<file path="config.mk">
export PLATFORM = sky130hd
export DESIGN_NAME = cdb_arbiter
export DESIGN_NICKNAME = d
export VERILOG_FILES = /design/src/rtl/cdb_arbiter.sv
export SDC_FILE = /design/constraint.sdc
export NUM_CORES = 1
export LEC_CHECK = 0
export ABC_AREA = 1
export BUFFER_PORTS_ARGS = -buffer_cell sky130_fd_sc_hd__buf_2
export CAP_MARGIN = 20
export CORE_AREA = 2 2 113 225
export DETAILED_ROUTE_END_ITERATION = 16
export DIE_AREA = 0 0 115 227
export SYNTH_ARGS = -nofsm -noshare
export SYNTH_HDL_FRONTEND = slang
export SYNTH_SLANG_ARGS = --single-unit
</file>
<file path="constraint.sdc">
create_clock -name clk -period 4.8 [get_ports clk]
set_clock_uncertainty 0.15 [all_clocks]
set_input_delay 1.2 -clock clk [delete_from_list [all_inputs] [get_ports clk]]
set_output_delay 1.2 -clock clk [all_outputs]
set_load 0.01 [all_outputs]
</file>
<file path="src/rtl/cdb_arbiter.sv">
// Common data bus arbiter: one-deep holding slot per functional unit and a
// round-robin pick of one held result per cycle onto a registered broadcast.
module cdb_arbiter #(
  parameter  int NUM_REQ      = 4,
  parameter  int ROBSIZE_BITS = 4,
  parameter  int PR_BITS      = 6,
  parameter  int DATA_W       = 32,
  localparam int SRC_BITS     = (NUM_REQ > 2) ? $clog2(NUM_REQ) : 1
) (
  input  logic                                   clk,
  input  logic                                   rst_n,
  input  logic                                   flush,
  input  logic [NUM_REQ-1:0]                     req_valid,
  output logic [NUM_REQ-1:0]                     req_ready,
  input  logic [NUM_REQ-1:0][ROBSIZE_BITS-1:0]   req_rob_id,
  input  logic [NUM_REQ-1:0][PR_BITS-1:0]        req_pd,
  input  logic [NUM_REQ-1:0][4:0]                req_rd,
  input  logic [NUM_REQ-1:0][DATA_W-1:0]         req_data,
  output logic                                   cdb_valid,
  output logic [ROBSIZE_BITS-1:0]                cdb_rob_id,
  output logic [PR_BITS-1:0]                     cdb_pd,
  output logic [4:0]                             cdb_rd,
  output logic [DATA_W-1:0]                      cdb_data,
  output logic [SRC_BITS-1:0]                    cdb_src
);

  localparam int SW = SRC_BITS + 1;
  localparam logic [SW-1:0]       NUM_REQ_W = SW'(NUM_REQ);
  localparam logic [SRC_BITS-1:0] LAST_IDX  = SRC_BITS'(NUM_REQ - 1);

  logic [NUM_REQ-1:0]      hold_v_r;
  logic [ROBSIZE_BITS-1:0] hold_rob_r  [NUM_REQ];
  logic [PR_BITS-1:0]      hold_pd_r   [NUM_REQ];
  logic [4:0]              hold_rd_r   [NUM_REQ];
  logic [DATA_W-1:0]       hold_data_r [NUM_REQ];
  logic [SRC_BITS-1:0]     rr_ptr_r;

  logic [NUM_REQ-1:0]      grant_s;
  logic [NUM_REQ-1:0]      req_ready_s;
  logic [SRC_BITS-1:0]     grant_idx_s;
  logic [SRC_BITS-1:0]     rr_next_s;
  logic                    grant_any_s;

  // Round-robin scan over held slots starting at rr_ptr; first hit wins.
  always_comb begin
    logic [SW-1:0]       scan_v;
    logic [SRC_BITS-1:0] slot_v;
    logic                hit_v;
    grant_s     = {NUM_REQ{1'b0}};
    grant_idx_s = {SRC_BITS{1'b0}};
    grant_any_s = 1'b0;
    scan_v      = {SW{1'b0}};
    slot_v      = {SRC_BITS{1'b0}};
    hit_v       = 1'b0;
    for (int k = 0; k < NUM_REQ; k++) begin
      scan_v = {1'b0, rr_ptr_r} + SW'(k);
      scan_v = (scan_v >= NUM_REQ_W) ? (scan_v - NUM_REQ_W) : scan_v;
      slot_v = scan_v[SRC_BITS-1:0];
      hit_v  = hold_v_r[slot_v] & ~grant_any_s;
      grant_s[slot_v] = grant_s[slot_v] | hit_v;
      grant_idx_s     = hit_v ? slot_v : grant_idx_s;
      grant_any_s     = grant_any_s | hit_v;
    end
  end

  // A slot being drained this cycle may refill in the same cycle.
  assign req_ready_s = {NUM_REQ{rst_n & ~flush}} & (~hold_v_r | grant_s);
  assign req_ready   = req_ready_s;
  assign rr_next_s   = (grant_idx_s == LAST_IDX) ? {SRC_BITS{1'b0}}
                                                 : grant_idx_s + SRC_BITS'(1);

  // Payload capture; req_ready already excludes reset and flush cycles.
  always_ff @(posedge clk) begin
    for (int i = 0; i < NUM_REQ; i++) begin
      if (req_valid[i] & req_ready_s[i]) begin
        hold_rob_r[i]  <= req_rob_id[i];
        hold_pd_r[i]   <= req_pd[i];
        hold_rd_r[i]   <= req_rd[i];
        hold_data_r[i] <= req_data[i];
      end
    end
  end

  // Slot occupancy, round-robin pointer and the registered broadcast.
  always_ff @(posedge clk) begin
    if (!rst_n) begin
      hold_v_r   <= {NUM_REQ{1'b0}};
      rr_ptr_r   <= {SRC_BITS{1'b0}};
      cdb_valid  <= 1'b0;
      cdb_rob_id <= {ROBSIZE_BITS{1'b0}};
      cdb_pd     <= {PR_BITS{1'b0}};
      cdb_rd     <= 5'd0;
      cdb_data   <= {DATA_W{1'b0}};
      cdb_src    <= {SRC_BITS{1'b0}};
    end else if (flush) begin
      hold_v_r  <= {NUM_REQ{1'b0}};
      rr_ptr_r  <= {SRC_BITS{1'b0}};
      cdb_valid <= 1'b0;
    end else begin
      for (int i = 0; i < NUM_REQ; i++) begin
        if (req_valid[i] & req_ready_s[i]) begin
          hold_v_r[i] <= 1'b1;
        end else if (grant_s[i]) begin
          hold_v_r[i] <= 1'b0;
        end
      end
      if (grant_any_s) begin
        cdb_valid  <= 1'b1;
        cdb_rob_id <= hold_rob_r[grant_idx_s];
        cdb_pd     <= hold_pd_r[grant_idx_s];
        cdb_rd     <= hold_rd_r[grant_idx_s];
        cdb_data   <= hold_data_r[grant_idx_s];
        cdb_src    <= grant_idx_s;
        rr_ptr_r   <= rr_next_s;
      end else begin
        cdb_valid  <= 1'b0;
      end
    end
  end

endmodule

</file>
==> results of run 1 <==
==> cell usage after synthesis, drive strengths merged <==
| cell | n | area [um^2] |
|---|---|---|
| dfxtp | 56 | 1120 |
| nor2 | 130 | 513 |
| o221ai | 24 | 235 |
| clkinv | 2 | 7.51 |
| clkbuf | 14 | 52.6 |
| o211a | 1 | 10.0 |
| nand2 | 112 | 453 |
| and2 | 1 | 8.76 |
| ha | 4 | 50.1 |
| edfxtp | 188 | 5650 |
| xor2 | 1 | 8.76 |
| a311oi | 6 | 52.6 |
| o22ai | 18 | 113 |
| buf | 27 | 195 |
| nand3 | 35 | 193 |
| inv | 74 | 283 |
| o21ai | 113 | 588 |
| a21oi | 19 | 106 |
==> final cells by class <==
class | count | area (um^2)
antenna | 4 | 10.0
tap | 290 | 363
timing repair buffer | 262 | 1380
multi-input combinational | 464 | 2370
clock buffer | 27 | 601
clock inverter | 12 | 166
inverter | 76 | 292
sequential | 244 | 6770
fill | 2241 | 12400
==> state kept, by name (all words and copies together), names as in the netlist, 5 cells and up, named ones only <==
| signal | flops |
|---|---|
| hold_data_r | 128 |
| cdb_data | 32 |
| hold_pd_r | 24 |
| hold_rd_r | 20 |
| hold_rob_r | 16 |
| cdb_pd | 6 |
| cdb_rd | 5 |
==> power by group <==
part / total (W) / switching (W) / internal (W)
Sequential: 0.00263 / 0.000104 / 0.00252
Combinational: 0.00302 / 0.00210 / 0.000916
Clock: 0.00187 / 0.000766 / 0.00111
Total: 0.00752 / 0.00297 / 0.00455
==> worst paths after layout <==
kind | end | depth (start not counted)
min | cdb_src[1]$_SDFFE_PN0P_ | 2
max | req_ready[2] | 17
min reg2reg | cdb_src[1]$_SDFFE_PN0P_ | 2
max reg2reg | cdb_data[5]$_SDFFE_PN0P_ | 12
==> through the flow <==
step           worst slack, ns  hold slack [ns]
4_1_cts                 0.0579            0.355
3_5_place_dp             0.637            0.340
6_report                 0.284            0.351
3_3_place_gp             0.630            0.328
5_1_grt                0.00147            0.383
2_1_floorplan           0.0914            0.372
==> what timing repair did <==
item / 4_1_cts / 5_1_grt
buffers inserted: 0 / 0
hold buffers: 0 / 0
resized for setup: 0 / 2
setup endpoints to repair: 0 / 4
==> routing by layer <==
| layer | vias to the layer above | routed length [um] |
|---|---|---|
| met1 | 3322 | 9270 |
| li1 | 3362 | - |
| met3 | 62 | 1340 |
| met5 | - | 0 |
| met2 | 247 | 15800 |
| met4 | 0 | 1330 |
==> tightest hold or removal path, stage by stage, from the launching register on <==
cell,delay (ns)
dfxtp_1,0.32
a21oi_1,0.06
nor2_1,0.08
==> cells by family (layout without fill, tap and decap cells) <==
kind of cell | count (synthesis) | after routing | share of synthesized area
other | 0 | 4 | 0
adder cells (fa/ha/maj) | 4 | 4 | 0.00519
buffers and inverters | 117 | 377 | 0.0558
AO/OA/AOI/OAI | 181 | 181 | 0.115
XOR/XNOR | 1 | 1 | 0.000909
AND/OR/NAND/NOR | 278 | 278 | 0.121
flip-flops | 244 | 244 | 0.702
==> cell usage in the layout, fill, tap and decap left out, drive strengths merged <==
cell    instances
a21oi          19
a311oi          6
and2            1
buf           262
bufinv          4
clkbuf         27
clkinv         11
dfxtp          56
diode           4
edfxtp        188
ha              4
inv            73
nand2         112
nand3          35
nor2          130
o211a           1
o21ai         113
o221ai         24
o22ai          18
xor2            1
==> impl_metrics.env, run 1 <==
export IMPL_htree_num_levels=1
export IMPL_fin_nets=1269
export IMPL_vias_per_cell=5.07
export IMPL_finalPower_w=0.00752
export IMPL_final_cell_area_um2=11900
export IMPL_synth_seq_area_share=0.702
export IMPL_clkTransAtPathRegs_ns=0.07
export IMPL_via_count=6993
export IMPL_max_freq_mhz=221
export IMPL_rr_startpoint="rr_ptr_r[1]$_SDFFE_PP0N_"
export IMPL_use_met1=0.204
export IMPL_dp_hpwl_um=18900
export IMPL_maxCapViolCount=0
export IMPL_finalSetupTns_ns=0
export IMPL_use_met2=0.412
export IMPL_cts_tree="yes"
export IMPL_worstHoldStart="cdb_src[1]$_SDFFE_PN0P_"
export IMPL_criticalPathCategory="flop to output pin"
export IMPL_postRouteAntennaNets=0
export IMPL_crit_arrival_ns=3.17
export IMPL_worstPathRequired_ns=3.45
export IMPL_cts_made_buffers=22
export IMPL_drc=0
export IMPL_grt_pass1_wl_um=40300
export IMPL_synth_lib_cells_used_distinct=32
export IMPL_cpLargestDelayFamily="simple AND/OR/NAND/NOR gates"
export IMPL_dieArea_um2=26100
export IMPL_ios=249
export IMPL_start_util=0.396
export IMPL_cts_sinks=244
export IMPL_slew_violations=0
export IMPL_placed_area_um2=11200
export IMPL_ys_ff_latch=244
export IMPL_rsz0062_at_grt="no"
export IMPL_grt_pass1_vias=7285
export IMPL_die_width_um=115
export IMPL_synth_nets=1024
export IMPL_routabilityCongestion=0.869
export IMPL_layoutNonFillerInstCount=1379
export IMPL_synth_cells=825
export IMPL_post_route_util=0.491
export IMPL_routed_wl_um=27800
export IMPL_gr_usage_met3=0.0325
export IMPL_min_period_ns=4.52
export IMPL_clockBufferDepth=3
export IMPL_syn_area_per_cell_um2=11.7
export IMPL_finalCritPeriodShare=0.941
export IMPL_final_hold_viol_count=0
export IMPL_cp_cell_sequence="buf_4 -> ha_1 -> inv_1 -> o21ai_0 -> nand3_1 -> nand3_1 -> nand2_1 -> nand3_1 -> nand3_1 -> nand3_1 -> nand2_1 -> nand2_1 -> nand2_1 -> nand2_1 -> nand2_1 -> inv_1 -> buf_2"
export IMPL_start_kind="flop"
export IMPL_cts_root_buffer="clkbuf_16"
export IMPL_port_buffers=248
export IMPL_worstSkewPairLatency_ns=0.52
export IMPL_worstMarginPinSlew_ns=0.854
export IMPL_area_delta_synth_final_pct=24.0
export IMPL_cp_end_kind="output pin"
export IMPL_grt_max_degree=58
export IMPL_core_um2=24300
export IMPL_place_inst=1336
export IMPL_num_rows=81
export IMPL_hold_path_class="flop to flop"
export IMPL_powerDensity_nw_per_um2=629
export IMPL_path_buf_inv=4
export IMPL_cpMostUsedCell="nand2_1"
export IMPL_netlist_area_um2=9640
export IMPL_worst_path_max_delay_cell="dfxtp_1"
export IMPL_path_max_fanout=17
export IMPL_peakVddDrop_mv=0.409
export IMPL_yosysWarningCount=0
export IMPL_grt_busiest_layer="met2"
export IMPL_drive_gt1_frac=0.308
export IMPL_grt_usage=0.211
export IMPL_setup_violations=0
export IMPL_slew_headroom=0.429
export IMPL_drt_pass1_iter_count=4
export IMPL_antenna_found_initial=4
export IMPL_rrSetupSlack_ns=1.01
export IMPL_die_h_um=227
export IMPL_avgRoutedWirePerCell_um=20.1
export IMPL_max_stage_delay_ns=0.40
export IMPL_drt_iter0_drc=436
export IMPL_status="completed"
export IMPL_cellLeakagePower_nw=4.99
export IMPL_overflow=0
Note: power is estimated with default switching activity, not from simulation.
==> run 2: changes to the inputs <==
==> constraint.sdc (replaced) <==
create_clock -name clk -period 4.5 [get_ports clk]
set_clock_uncertainty 0.15 [all_clocks]
set_input_delay 1.125 -clock clk [delete_from_list [all_inputs] [get_ports clk]]
set_output_delay 1.125 -clock clk [all_outputs]
set_load 0.01 [all_outputs]
==> run 2 against run 1 <==
Net effect:
- sequential cell count unchanged
- global-route usage about the same
- clock power about the same
- critical endpoint is now req_ready[3]
==> impl_metrics.env, run 2 (same netlist as run 1, synthesis figures left out) <==
export IMPL_status="completed"
export IMPL_postRouteAntennaNets=0
export IMPL_fill_cells=2257
export IMPL_fin_nets=1273
export IMPL_min_period_ns=4.32
export IMPL_peakVddDrop_mv=0.484
export IMPL_ios=249
export IMPL_clkTransAtPathRegs_ns=0.07
export IMPL_drt_iter0_drc=390
export IMPL_final_cell_area_um2=12000
export IMPL_htree_num_levels=1
export IMPL_max_stage_delay_ns=0.38
export IMPL_finalCritPeriodShare=0.960
export IMPL_setup_ws_ns=0.182
export IMPL_avgRoutedWirePerCell_um=20.1
export IMPL_antenna_found_initial=6
export IMPL_path_max_fanout=17
export IMPL_combPwrFrac=0.411
export IMPL_max_freq_mhz=232
export IMPL_multiInputGateArea_um2=2390
export IMPL_power_frac_seq=0.353
export IMPL_dieArea_um2=26100
export IMPL_worst_path_max_delay_cell="dfxtp_4"
export IMPL_port_buffers=248
export IMPL_drc=0
export IMPL_mostFrequentLayoutCells="buf_2 (248), edfxtp_1 (188), nor2_1 (122)"
export IMPL_cpMostUsedCell="nand3_1"
export IMPL_via_count=7098
export IMPL_area_delta_synth_final_pct=24.6
export IMPL_cts_made_buffers=22
export IMPL_clockBufferDepth=3
export IMPL_slew_headroom=0.436
export IMPL_largest_reg_flops=128
export IMPL_criticalPathCategory="flop to output pin"
export IMPL_p_sw_w=0.00316
export IMPL_grt_pass1_vias=7236
export IMPL_final_hold_viol_count=0
export IMPL_grt_max_degree=68
export IMPL_p_clk_frac=0.235
export IMPL_start_util=0.396
export IMPL_layout_commonest_cell="buf_2"
export IMPL_grt_usage=0.211
export IMPL_powerDensity_nw_per_um2=661
export IMPL_worstMarginPinSlew_ns=0.845
export IMPL_cp_end_kind="output pin"
export IMPL_postCtsSetupBuffers=0
export IMPL_dp_hpwl_um=19000
export IMPL_worstPathRequired_ns=3.22
export IMPL_maxCapViolCount=0
export IMPL_hold_path_class="flop to flop"
export IMPL_regMostFlops="hold_data_r"
export IMPL_die_width_um=115
export IMPL_drive_gt1_frac=0.315
export IMPL_vias_per_cell=5.12
export IMPL_placed_area_um2=11200
export IMPL_register_area_um2=6770
export IMPL_worstSkewPairLatency_ns=0.51
export IMPL_cts_root_buffer="clkbuf_16"
export IMPL_setup_violations=0
export IMPL_cp_cell_sequence="buf_12 -> ha_1 -> inv_1 -> o21ai_0 -> nand3_1 -> nand3_1 -> nand2_2 -> nand3_1 -> nand3_1 -> nand3_1 -> nand2_1 -> nand2_1 -> nand2_1 -> nand2_1 -> nand2_2 -> inv_1 -> buf_2"
export IMPL_cellLeakagePower_nw=5.00
export IMPL_num_rows=81
export IMPL_switching_share=0.399
export IMPL_cts_tree="yes"
export IMPL_core_um2=24300
export IMPL_cts_hold_buf=0
export IMPL_reg_top3="hold_data_r (128), cdb_data (32), hold_pd_r (24)"
export IMPL_die_h_um=227
export IMPL_start_kind="flop"
export IMPL_slew_violations=0
export IMPL_crit_arrival_ns=3.04
export IMPL_p_int_w=0.00477
export IMPL_routabilityCongestion=0.952
export IMPL_grt_pass1_wl_um=40700
export IMPL_cts_sinks=244
export IMPL_routed_wl_um=27900
export IMPL_dp_slack_ns=0.389
export IMPL_drt_pass1_iter_count=4
export IMPL_overflow=0
[run 2: final timing paths]
kind | start | end | slack, ns | cells after the start
setup / recovery | flop | req_ready[3] | 0.18 | 17
hold reg to reg | cdb_src[1]$_SDFFE_PN0P_ | cdb_src[1]$_SDFFE_PN0P_ | 0.35 | 2
setup reg to reg | flop | hold_rd_r[1][3]$_DFFE_PP_ | 1.01 | 17
hold / removal | cdb_src[1]$_SDFFE_PN0P_ | cdb_src[1]$_SDFFE_PN0P_ | 0.35 | 2
[run 2: worst max-delay path, delay by kind of cell (launching register included)]
family	cells	cell delay (ns)
DFF	1	0.38
and+or+nand+nor	11	1.05
AOI/OAI and AO/OA	1	0.29
adders and majority gates	1	0.30
buffers and inverters	4	0.49
[run 2: timing repair]
item	in CTS	in global routing
endpoints found under the setup margin	4	4
resized for setup	2	11
endpoints found under the hold margin	0	0
[run 2: cell type report]
cell class                 instances  share of cell area
sequential                       244               0.564
timing repair buffer             266               0.121
inverter                          76              0.0243
clock inverter                     7             0.00323
antenna                            5             0.00104
multi-input combinational        464               0.199
clock buffer                      33              0.0570
tap                              290              0.0302
[run 2: power groups by stage]
| stage | registers, W | clock network (W) | logic [W] |
|---|---|---|---|
| finish | 0.00280 | 0.00187 | 0.00326 |
| global placement | 0.00285 | 0 | 0.00322 |
| detailed placement | 0.00285 | 0 | 0.00326 |
| floorplan | 0.00292 | 0 | 0.00227 |
| global route | 0.00283 | 0.00199 | 0.00363 |
| CTS | 0.00280 | 0.00191 | 0.00328 |
[run 2: layer usage]
metal | GRT usage | wire length, um
met5 | 0 | 13
met4 | 0.111 | 1480
met3 | 0.0330 | 1310
met2 | 0.413 | 15800
met1 | 0.206 | 9270
[run 2: metrics by stage]
step	utilization	power, W	setup TNS, ns	hold slack, ns	instances
4_1_cts	0.491	0.00799	0	0.354	1380
6_report	0.493	0.00793	0	0.348	1385
5_1_grt	0.493	0.00845	-0.0618	0.385	1385
3_3_place_gp	0.462	0.00607	0	0.329	1340
2_1_floorplan	-	0.00519	0	0.372	825
3_5_place_dp	0.462	0.00611	0	0.337	1340
